[config.mk]
export PLATFORM = sky130hd
export DESIGN_NAME = instruction_encoder
export DESIGN_NICKNAME = d
export VERILOG_FILES = /design/src/rtl/instruction_encoder.sv
export SDC_FILE = /design/constraint.sdc
export NUM_CORES = 1
export LEC_CHECK = 0
export ABC_AREA = 1
export CAP_MARGIN = 20
export CORE_UTILIZATION = 40
export DETAILED_ROUTE_END_ITERATION = 10
export GPL_TIMING_DRIVEN = 0
export PLACE_DENSITY = 0.74
export REMOVE_ABC_BUFFERS = 1
export SLEW_MARGIN = 20
export SYNTH_ARGS = -nofsm -noshare
export SYNTH_HDL_FRONTEND = slang
export SYNTH_SLANG_ARGS = --single-unit
[constraint.sdc]
create_clock -name clk -period 10 [get_ports clk]
set_clock_uncertainty 0.2 [all_clocks]
set_input_delay 2 -clock clk [delete_from_list [all_inputs] [get_ports clk]]
set_output_delay 2 -clock clk [all_outputs]
set_load 0.005 [all_outputs]
[src/rtl/instruction_encoder.sv]
// Instruction encoder: packs decoded MIPS instruction fields into 32-bit words and
// streams them to program memory through a two-stage registered pipeline.
module instruction_encoder #(
  parameter int unsigned ADDR_WIDTH = 8,
  parameter int unsigned BASE_ADDR  = 0,
  parameter int unsigned DEPTH      = 256
) (
  input  logic                  clk,
  input  logic                  reset,
  input  logic                  Start,
  input  logic                  InValid,
  output logic                  InReady,
  input  logic [3:0]            InKind,
  input  logic [4:0]            Rs,
  input  logic [4:0]            Rt,
  input  logic [4:0]            Rd,
  input  logic [4:0]            Shamt,
  input  logic [5:0]            Funct,
  input  logic [15:0]           Imm,
  input  logic [25:0]           Target,
  output logic                  MemWrite,
  output logic [ADDR_WIDTH-1:0] MemAddr,
  output logic [31:0]           MemData,
  output logic [ADDR_WIDTH:0]   Count,
  output logic                  Full,
  output logic                  Error
);

  typedef enum logic [3:0] {
    K_RGEN = 4'd0,  K_SLL  = 4'd1,  K_SRL = 4'd2,  K_JR  = 4'd3,
    K_ADDI = 4'd4,  K_ORI  = 4'd5,  K_LUI = 4'd6,  K_LW  = 4'd7,
    K_SW   = 4'd8,  K_J    = 4'd9,  K_JAL = 4'd10, K_BEQ = 4'd11,
    K_BNE  = 4'd12
  } kind_e;

  localparam logic [ADDR_WIDTH-1:0] BASE_C  = ADDR_WIDTH'(BASE_ADDR);
  localparam logic [ADDR_WIDTH:0]   DEPTH_C = (ADDR_WIDTH + 1)'(DEPTH);

  function automatic logic kind_legal(input logic [3:0] kind);
    return (kind <= 4'd12);
  endfunction

  function automatic logic [31:0] i_word(input logic [5:0] op, input logic [4:0] rs,
                                         input logic [4:0] rt, input logic [15:0] imm);
    return {op, rs, rt, imm};
  endfunction

  // Unused fields are forced to zero so garbage on idle inputs never leaks into the word.
  function automatic logic [31:0] encode(input logic [3:0] kind, input logic [4:0] rs,
                                         input logic [4:0] rt, input logic [4:0] rd,
                                         input logic [4:0] sh, input logic [5:0] fn,
                                         input logic [15:0] imm, input logic [25:0] tgt);
    logic [31:0] w;
    case (kind)
      K_RGEN:  w = {6'h00, rs, rt, rd, 5'd0, fn};
      K_SLL:   w = {6'h00, 5'd0, rt, rd, sh, 6'h00};
      K_SRL:   w = {6'h00, 5'd0, rt, rd, sh, 6'h02};
      K_JR:    w = {6'h00, rs, 5'd0, 5'd0, 5'd0, 6'h08};
      K_ADDI:  w = i_word(6'h08, rs, rt, imm);
      K_ORI:   w = i_word(6'h0d, rs, rt, imm);
      K_LUI:   w = i_word(6'h0f, 5'd0, rt, imm);
      K_LW:    w = i_word(6'h23, rs, rt, imm);
      K_SW:    w = i_word(6'h2b, rs, rt, imm);
      K_J:     w = {6'h02, tgt};
      K_JAL:   w = {6'h03, tgt};
      K_BEQ:   w = i_word(6'h04, rs, rt, imm);
      K_BNE:   w = i_word(6'h05, rs, rt, imm);
      default: w = 32'h0000_0000;
    endcase
    return w;
  endfunction

  logic                  s1_valid_q, s1_valid_d;
  logic [ADDR_WIDTH-1:0] s1_addr_q, s1_addr_d;
  logic [31:0]           s1_word_q, s1_word_d;
  logic [ADDR_WIDTH-1:0] wr_idx_q, wr_idx_d;
  logic [ADDR_WIDTH:0]   count_q, count_d;
  logic                  full_q, full_d;
  logic                  error_q, error_d;
  logic                  mem_write_q, mem_write_d;
  logic [ADDR_WIDTH-1:0] mem_addr_q, mem_addr_d;
  logic [31:0]           mem_data_q, mem_data_d;
  logic                  ready_s;
  logic                  accept_s;

  assign ready_s  = !Start && (count_q < DEPTH_C);
  assign accept_s = InValid && ready_s;

  // Next-state logic: Start wins over everything and flushes both stages.
  always_comb begin
    s1_valid_d  = 1'b0;
    s1_addr_d   = s1_addr_q;
    s1_word_d   = s1_word_q;
    wr_idx_d    = wr_idx_q;
    count_d     = count_q;
    error_d     = error_q;
    mem_write_d = 1'b0;
    mem_addr_d  = mem_addr_q;
    mem_data_d  = mem_data_q;
    if (Start) begin
      wr_idx_d   = '0;
      count_d    = '0;
      error_d    = 1'b0;
      mem_addr_d = BASE_C;
      mem_data_d = 32'h0000_0000;
    end else begin
      mem_write_d = s1_valid_q;
      if (s1_valid_q) begin
        mem_addr_d = s1_addr_q;
        mem_data_d = s1_word_q;
      end else begin
        mem_addr_d = mem_addr_q;
      end
      if (accept_s && kind_legal(InKind)) begin
        s1_valid_d = 1'b1;
        s1_addr_d  = BASE_C + wr_idx_q;
        s1_word_d  = encode(InKind, Rs, Rt, Rd, Shamt, Funct, Imm, Target);
        wr_idx_d   = wr_idx_q + {{(ADDR_WIDTH-1){1'b0}}, 1'b1};
        count_d    = count_q + {{ADDR_WIDTH{1'b0}}, 1'b1};
      end else if (accept_s) begin
        error_d = 1'b1;
      end else begin
        s1_valid_d = 1'b0;
      end
    end
    full_d = (count_d == DEPTH_C);
  end

  // State registers; async reset drops anything in flight.
  always_ff @(posedge clk or posedge reset) begin
    if (reset) begin
      s1_valid_q  <= 1'b0;
      s1_addr_q   <= BASE_C;
      s1_word_q   <= 32'h0000_0000;
      wr_idx_q    <= '0;
      count_q     <= '0;
      full_q      <= 1'b0;
      error_q     <= 1'b0;
      mem_write_q <= 1'b0;
      mem_addr_q  <= BASE_C;
      mem_data_q  <= 32'h0000_0000;
    end else begin
      s1_valid_q  <= s1_valid_d;
      s1_addr_q   <= s1_addr_d;
      s1_word_q   <= s1_word_d;
      wr_idx_q    <= wr_idx_d;
      count_q     <= count_d;
      full_q      <= full_d;
      error_q     <= error_d;
      mem_write_q <= mem_write_d;
      mem_addr_q  <= mem_addr_d;
      mem_data_q  <= mem_data_d;
    end
  end

  assign InReady  = ready_s;
  assign MemWrite = mem_write_q;
  assign MemAddr  = mem_addr_q;
  assign MemData  = mem_data_q;
  assign Count    = count_q;
  assign Full     = full_q;
  assign Error    = error_q;

endmodule

# [Word level (Yosys, flattened, before mapping)]
# Index checks and enable logic that the tools add are counted.
[totals] ff_bits=101 in_bits=76 elab_cells=54
[op_classes] addsub=2 order_cmp=2 n_eq_ne=14 mux=15 bitwise=1 reduce_logical=10
[op_table] op="32-bit one-hot mux with 13 select lines" n=1
[op_table] op="32-bit two-way mux" n=2
[op_table] op="8-bit two-way mux" n=4
[op_table] op="4-bit equality test, second input constant" n=5
[op_table] op="9-bit two-way mux" n=2
[op_table] op="4-bit by 3-bit equality test with 1-bit output, second input constant" n=4
[op_table] op="9-bit by 1-bit adder with 9-bit output, second input constant" n=1
[op_table] op="9-bit equality test, second input constant" n=1
[op_table] op="9-bit < comparator, second input constant" n=1
[op_table] op="8-bit by 1-bit adder with 8-bit output, second input constant" n=1
[op_table] op="4-bit by 2-bit equality test with 1-bit output, second input constant" n=2
[op_table] op="1-bit two-way mux" n=6
[op_table] op="2-bit nonzero test" n=3
[op_table] op="4-bit by 1-bit equality test with 1-bit output, second input constant" n=1
[op_table] op="4-bit <= comparator, second input constant" n=1
[op_table] op="4-bit logical NOT" n=1
[op_table] op="2-bit AND reduction" n=2
[op_table] op="1-bit logical AND" n=3
[op_table] op="2-bit inequality test, second input constant" n=1
[op_table] op="1-bit logical NOT" n=1
[op_table] op="1-bit NOT" n=1

# [Longest topological paths before layout]
# Gate-level depths: netlist (run 1).
[logic_depth] ltp_word=7 depth_mapped=12

# [Least setup slack after synthesis (run 1)]
# OpenSTA, ideal clock, no wires.
[synth_path] path_kind="input to output" start="in Start" end="out InReady" t_arrival_ns=2.186 required_ns=7.800 setup_slack_ns=5.614 path_stages=3 n_path_buf=0 cell_sequence="inv_1 -> nand2_1 -> inv_1"
[synth_between] elab_chain_cells=2
[synth_lines] item="from (decl)" line_no="10" text="input logic Start,"
[synth_lines] item="1-bit logical NOT" line_no="86" text="assign ready_s = !Start && (count_q < DEPTH_C);"
[synth_lines] item="1-bit logical AND" line_no="86"
[synth_lines] item="to (decl)" line_no="12" text="output logic InReady,"
# Every way passes these cells.

# [Worst setup path after layout (run 1)]
# Ends and elaborated chain as after synthesis.

==> impl_metrics.py, run 1 <==
metrics = {
    "run_status": {
        "outcome": "complete, no violations",
    },
    "clock_tree": {
        "clock_path_buffers": 2,
        "clk_latency_ns": 0.35,
        "post_cts_resized": 0,
        "cts_sinks": 99,
        "hold_buffers": 0,
        "cts_setup_buffers": 0,
        "htree_levels": 3,
        "cts_tree": "done",
        "cts_root_buf": "clkbuf_16",
        "numCtsBuffers": 9,
        "clk_pin_slew_ns": 0.06,
    },
    "job": {
        "max_cap_violations": 0,
    },
    "layout": {
        "multi_input_area_um2": 1850,
        "diodes": 0,
        "nFillCells": 1048,
        "syn_to_final_growth_pct": 36.2,
        "nets": 768,
        "drive_above_1_share": 0.0764,
        "final_area_um2": 6400,
        "seq_area_um2": 2480,
    },
    "floorplan": {
        "die-height_um": 110,
        "io_pins": 129,
        "start_util": 0.412,
        "die_w_um": 110,
        "dieArea_um2": 12200,
        "fp-row-count": 39,
        "placeableCoreArea_um2": 11400,
    },
    "sta": {
        "setup_viol": 0,
        "finalCriticalPeriod_ns": 5.88,
        "setup-tns-final_ns": 0,
        "whs_ns": 0.269,
        "grt_setup_unrepaired": "no",
        "finalHoldViolCount": 0,
        "slew_headroom": 0.458,
        "max_clock_freq_mhz": 170,
        "worst_pin_slew_ns": 0.813,
        "finalMaxSlewViolations": 0,
        "period_share": 0.588,
        "fin_ws_ns": 4.12,
    },
    "grt": {
        "top_usage_layer": "met2",
        "grt_pass1_vias": 4206,
        "gr-usage-all-layers": 0.211,
        "use_met1": 0.247,
        "antenna_found_initial": 0,
        "grt_start_max_net_pins": 56,
        "globalRouteOverflowTotal": 0,
        "grt_first_pass_wirelength_um": 19300,
        "use_met3": 0.0788,
        "met2_usage": 0.362,
    },
    "critical_path": {
        "start_kind": "input port",
        "worstPathRequired_ns": 7.80,
        "crit_path_max_fanout": 19,
        "crit_path_end_kind": "output pin",
        "critPathKind": "in -> out",
        "crit_arrival_ns": 3.68,
    },
    "detailed_routing": {
        "wl_per_cell_um": 14.4,
        "routed_wl_um": 12000,
        "drtIter0Drc": 220,
        "drtPass1Iterations": 4,
        "ant_nets": 0,
        "via_per_inst": 5.05,
        "vias": 4231,
        "drc_errors": 0,
    },
    "power": {
        "comb_power_share": 0.155,
        "power_mw": 0.947,
        "switchingPower_mw": 0.234,
        "p_int_mw": 0.713,
        "p_leak_nw": 2.98,
        "power_density_nw_per_um2": 148,
        "seqPwrFrac": 0.477,
        "ir_drop_mv": 0.116,
        "clkPwrFrac": 0.368,
        "swShare": 0.247,
    },
    "placed_design": {
        "dp_slack_ns": 4.13,
        "dp_hpwl_um": 8240,
        "postPlaceCellArea_um2": 6110,
        "io_buffers": 127,
        "globalplace.congestion": 0.821,
    },
    "synth": {
        "syn_area_um2": 4700,
        "yosysWarnings": 0,
        "synthCells": 575,
        "ys_types": 37,
        "ys_seq_area_frac": 0.527,
        "ys_seq_elements": 99,
        "avgSynthCellArea_um2": 8.17,
    },
    "min_path": {
        "hp-class": "reg -> reg",
    },
}
power groups by stage:
stage	clock (mW)	sequential, mW	combinational, mW
floorplan	0	0.456	0.0672
global placement	0	0.457	0.138
detailed placement	0	0.459	0.147
CTS	0.357	0.452	0.148
global route	0.372	0.456	0.163
finish	0.348	0.452	0.146
per-stage QoR:
stage | util | instances
after floorplan | - | 547
after global placement | 0.523 | 817
after detailed placement | 0.535 | 822
after CTS | 0.561 | 837
after global routing | 0.561 | 837
final | 0.561 | 837
final cells by class:
type	instances	share of cell area
well taps	143	0.0280
flip-flops and latches	99	0.387
multi-input cells	392	0.288
clock inverters	2	0.00547
repair buffers	132	0.217
clock buffers	13	0.0407
inverters	56	0.0336
sequential cells by signal, indices dropped and copies added, names as in the netlist:
register / count
MemAddr: 8
wr_idx_q: 8
Error: 1
s1_word_q: 31
Count: 9
MemData: 31
s1_addr_q: 8
MemWrite: 1
s1_valid_q: 1
Full: 1
synth_stat cells, drive strengths merged:
cell / instances / area share
nand2: 183 / 0.16
dfrtp: 99 / 0.53
nand3: 59 / 0.063
inv: 55 / 0.044
nor2: 54 / 0.048
o21ai: 33 / 0.036
buf: 23 / 0.033
a31oi: 21 / 0.028
a21oi: 18 / 0.020
nor3: 6 / 0.011
clkbuf: 5 / 0.0040
nand4: 4 / 0.0053
a22oi: 3 / 0.0048
o211ai: 3 / 0.0059
ha: 2 / 0.0053
clkinv: 1 / 0.00080
conb: 1 / 0.00080
o21bai: 1 / 0.0016
o22ai: 1 / 0.0013
o31ai: 1 / 0.0016
or2: 1 / 0.0013
xnor2: 1 / 0.0019
metal layers:
layer | vias up | part of all wire
met4 | 0 | 0.011
met3 | 16 | 0.067
met2 | 116 | 0.49
met1 | 2024 | 0.43
li1 | 2075 | -
met5 | - | 0
cell families after synthesis:
family	after synthesis	share of synthesized area
buf+inv	84	0.0817
flops	99	0.527
compound gates	81	0.0990
simple gates	307	0.284
fa+ha+maj	2	0.00532
xor+xnor	1	0.00186
other cells	1	0.000798
worst max-delay path: stages:
cell	delay, ns
clkdlybuf4s50_1	0.57
inv_2	0.38
nand2_1	0.14
inv_1	0.08
clkdlybuf4s50_1	0.50
worst paths after layout:
kind                                from  slack [ns]       endpoint  cells after the start
max                                Start        4.12        InReady                      5
min                        s1_word_q[24]        0.27    MemData[24]                      2
max reg2reg                   s1_valid_q        7.66     MemData[3]                      4
min reg2reg                s1_word_q[24]        0.27    MemData[24]                      2
max in group asynchronous          reset        7.13  s1_word_q[14]                      3
min in group asynchronous          reset        1.88       MemWrite                      2
cells in the final DEF, fill, tap and decap left out, drive strengths merged, types with 4 or more instances in the layout:
master | synthesis | layout
a31oi | 21 | 21
nand4 | 4 | 4
dfrtp | 99 | 99
nand2 | 183 | 183
clkbuf | 5 | 13
nor2 | 54 | 54
a21oi | 18 | 18
inv | 55 | 55
clkdlybuf4s50 | 0 | 127
o21ai | 33 | 33
buf | 23 | 5
nand3 | 59 | 59
nor3 | 6 | 6
Power figures use the tool's default switching activity.
==> inputs of run 2 (changes only) <==
==> constraint.sdc (replaced) <==
create_clock -name clk -period 5.7 [get_ports clk]
set_clock_uncertainty 0.2 [all_clocks]
set_input_delay 1.14 -clock clk [delete_from_list [all_inputs] [get_ports clk]]
set_output_delay 1.14 -clock clk [all_outputs]
set_load 0.005 [all_outputs]
==> results of run 2 <==
Same layout as run 1 (identical final DEF). Status: complete, no violations.
Main changes from that run: setup slack after placement 4.13 ns -> 1.55 ns; setup slack after layout 4.12 ns -> 1.54 ns; register-to-register setup slack 7.66 ns -> 3.36 ns; total power 0.947 mW -> 1.66 mW; worst IR drop on VDD 0.116 mV -> 0.203 mV
==> inputs of run 3 (changes only) <==
--- a/config.mk
+++ b/config.mk
@@ -10,7 +10,7 @@
 export CORE_UTILIZATION = 40
 export DETAILED_ROUTE_END_ITERATION = 10
 export GPL_TIMING_DRIVEN = 0
-export PLACE_DENSITY = 0.74
+export PLACE_DENSITY = 0.77
 export REMOVE_ABC_BUFFERS = 1
 export SLEW_MARGIN = 20
 export SYNTH_ARGS = -nofsm -noshare
==> constraint.sdc (replaced) <==
create_clock -name clk -period 3.6 [get_ports clk]
set_clock_uncertainty 0.2 [all_clocks]
set_input_delay 0.72 -clock clk [delete_from_list [all_inputs] [get_ports clk]]
set_output_delay 0.72 -clock clk [all_outputs]
set_load 0.005 [all_outputs]
==> run 3 against run 2 <==
  * Design area up 0.74%
  * Combinational power up 58%
  * First-iteration DRC count increased by 1.8%
  * Setup slack worse by 1.3 ns
  * Clock power rose by 80%
  * Sequential share of layout area shrank 0.29 points
  * Largest cell class unchanged
  * Highest routed layer unchanged
==> impl_metrics.py, run 3 (synthesized netlist as in run 1, its figures left out) <==
metrics = {
    "placed_design": {
        "io_buffers": 127,
        "postPlaceCellArea_um2": 6110,
        "globalplace.congestion": 0.769,
        "dp_hpwl_um": 8200,
        "dp_slack_ns": 0.200,
    },
    "layout": {
        "multi_input_area_um2": 1850,
        "final_area_um2": 6450,
        "layout_common_cells": "nand2_1 (168), clkdlybuf4s50_1 (127), dfrtp_1 (99)",
        "nFillCells": 1042,
        "drive_above_1_share": 0.0791,
        "nets": 768,
        "final_common_cell": "nand2_1",
        "syn_to_final_growth_pct": 37.2,
        "seq_area_um2": 2480,
        "diodes": 0,
    },
    "critical_path": {
        "r2r-start": "s1_valid_q",
        "reg2reg_slack_ns": 1.33,
        "critPathCapture": "InReady",
        "rr_worst_depth": 4,
        "start_kind": "input port",
        "crit_path_end_kind": "output pin",
        "critPathKind": "in -> out",
        "crit_path_start": "Start",
        "crit_path_max_fanout": 24,
        "worstPathRequired_ns": 2.68,
        "crit_arrival_ns": 2.48,
        "r2r-end": "MemAddr[0]",
    },
    "grt": {
        "grt_first_pass_wirelength_um": 19100,
        "globalRouteOverflowTotal": 0,
        "grt_start_max_net_pins": 59,
        "antenna_found_initial": 0,
        "gr-usage-all-layers": 0.210,
        "grt_pass1_vias": 4018,
    },
    "clock_tree": {
        "clock_path_buffers": 2,
        "post_cts_resized": 0,
        "hold_buffers": 0,
        "cts_root_buf": "clkbuf_16",
        "numCtsBuffers": 9,
        "htree_levels": 3,
        "clk_latency_ns": 0.35,
        "clk_pin_slew_ns": 0.07,
        "cts_sinks": 99,
        "cts_setup_buffers": 0,
        "cts_tree": "done",
    },
    "sta": {
        "worst_pin_slew_ns": 0.790,
        "slew_headroom": 0.471,
        "finalHoldViolCount": 0,
        "max_clock_freq_mhz": 295,
        "fin_ws_ns": 0.205,
        "finalMaxSlewViolations": 0,
        "grt_setup_unrepaired": "no",
        "finalCriticalPeriod_ns": 3.40,
        "setup_viol": 0,
        "period_share": 0.943,
    },
    "detailed_routing": {
        "drtIter0Drc": 224,
        "wl_per_cell_um": 14.3,
        "drc_errors": 0,
        "drtPass1Iterations": 5,
        "ant_nets": 0,
        "via_per_inst": 5.02,
        "vias": 4209,
        "routed_wl_um": 12000,
    },
    "floorplan": {
        "die-height_um": 110,
        "fp-row-count": 39,
        "die_w_um": 110,
        "dieArea_um2": 12200,
        "io_pins": 129,
        "placeableCoreArea_um2": 11400,
        "start_util": 0.412,
    },
    "run_status": {
        "outcome": "complete, no violations",
    },
    "min_path": {
        "hp-class": "reg -> reg",
    },
    "power": {
        "p_leak_nw": 3.00,
        "ir_drop_mv": 0.285,
        "power_density_nw_per_um2": 428,
    },
    "job": {
        "max_cap_violations": 0,
    },
}
-- run 3: worst min path at each step --
stage                  endpoint  cells after the start     startpoint  slack, ns
finish              MemData[12]                      2  s1_word_q[12]       0.27
detailed placement  MemData[12]                      2  s1_word_q[12]       0.26
CTS                 MemData[12]                      2  s1_word_q[12]       0.27
floorplan            MemAddr[1]                      2   s1_addr_q[1]       0.24
global route         MemData[4]                      2   s1_word_q[4]       0.29
global placement     MemData[2]                      2   s1_word_q[2]       0.25
-- run 3: power by group --
part / switching [mW] / internal [mW]
combinational: 0.205 / 0.202
clock: 0.408 / 0.696
sequential: 0.0471 / 1.21
-- run 3: final cells by class --
class	instances	area share
Clock buffer	11	0.0376
Tap cell	143	0.0277
Multi-Input combinational cell	392	0.286
Clock inverter	5	0.0155
Timing Repair Buffer	132	0.215
Inverter	56	0.0334
Sequential cell	99	0.384
-- run 3: critical path, stage by stage --
cell and delay, ns:
clkdlybuf4s50_1 0.56, inv_2 0.44, nand2_1 0.15, inv_1 0.09, clkdlybuf4s50_1 0.50
-- run 3: per-layer routing --
layer  GRT usage  vias to the layer above  part of all wire
li1            -                     2079                 -
met1       0.260                     1998              0.44
met2       0.355                      119              0.49
met3      0.0594                       13             0.063
met4      0.0658                        0             0.012
met5           0                        -                 0
-- run 3: through the flow --
step                      hold slack, ns  std cells   util  total power, mW  setup TNS (ns)
after detailed placement           0.257        822  0.535             1.68               0
after CTS                          0.268        838  0.565             2.79               0
final                              0.265        838  0.565             2.76               0
after global routing               0.286        838  0.565             2.89               0
after global placement             0.251        817  0.523             1.65         -191.58
after floorplan                    0.242        547      -             1.45               0
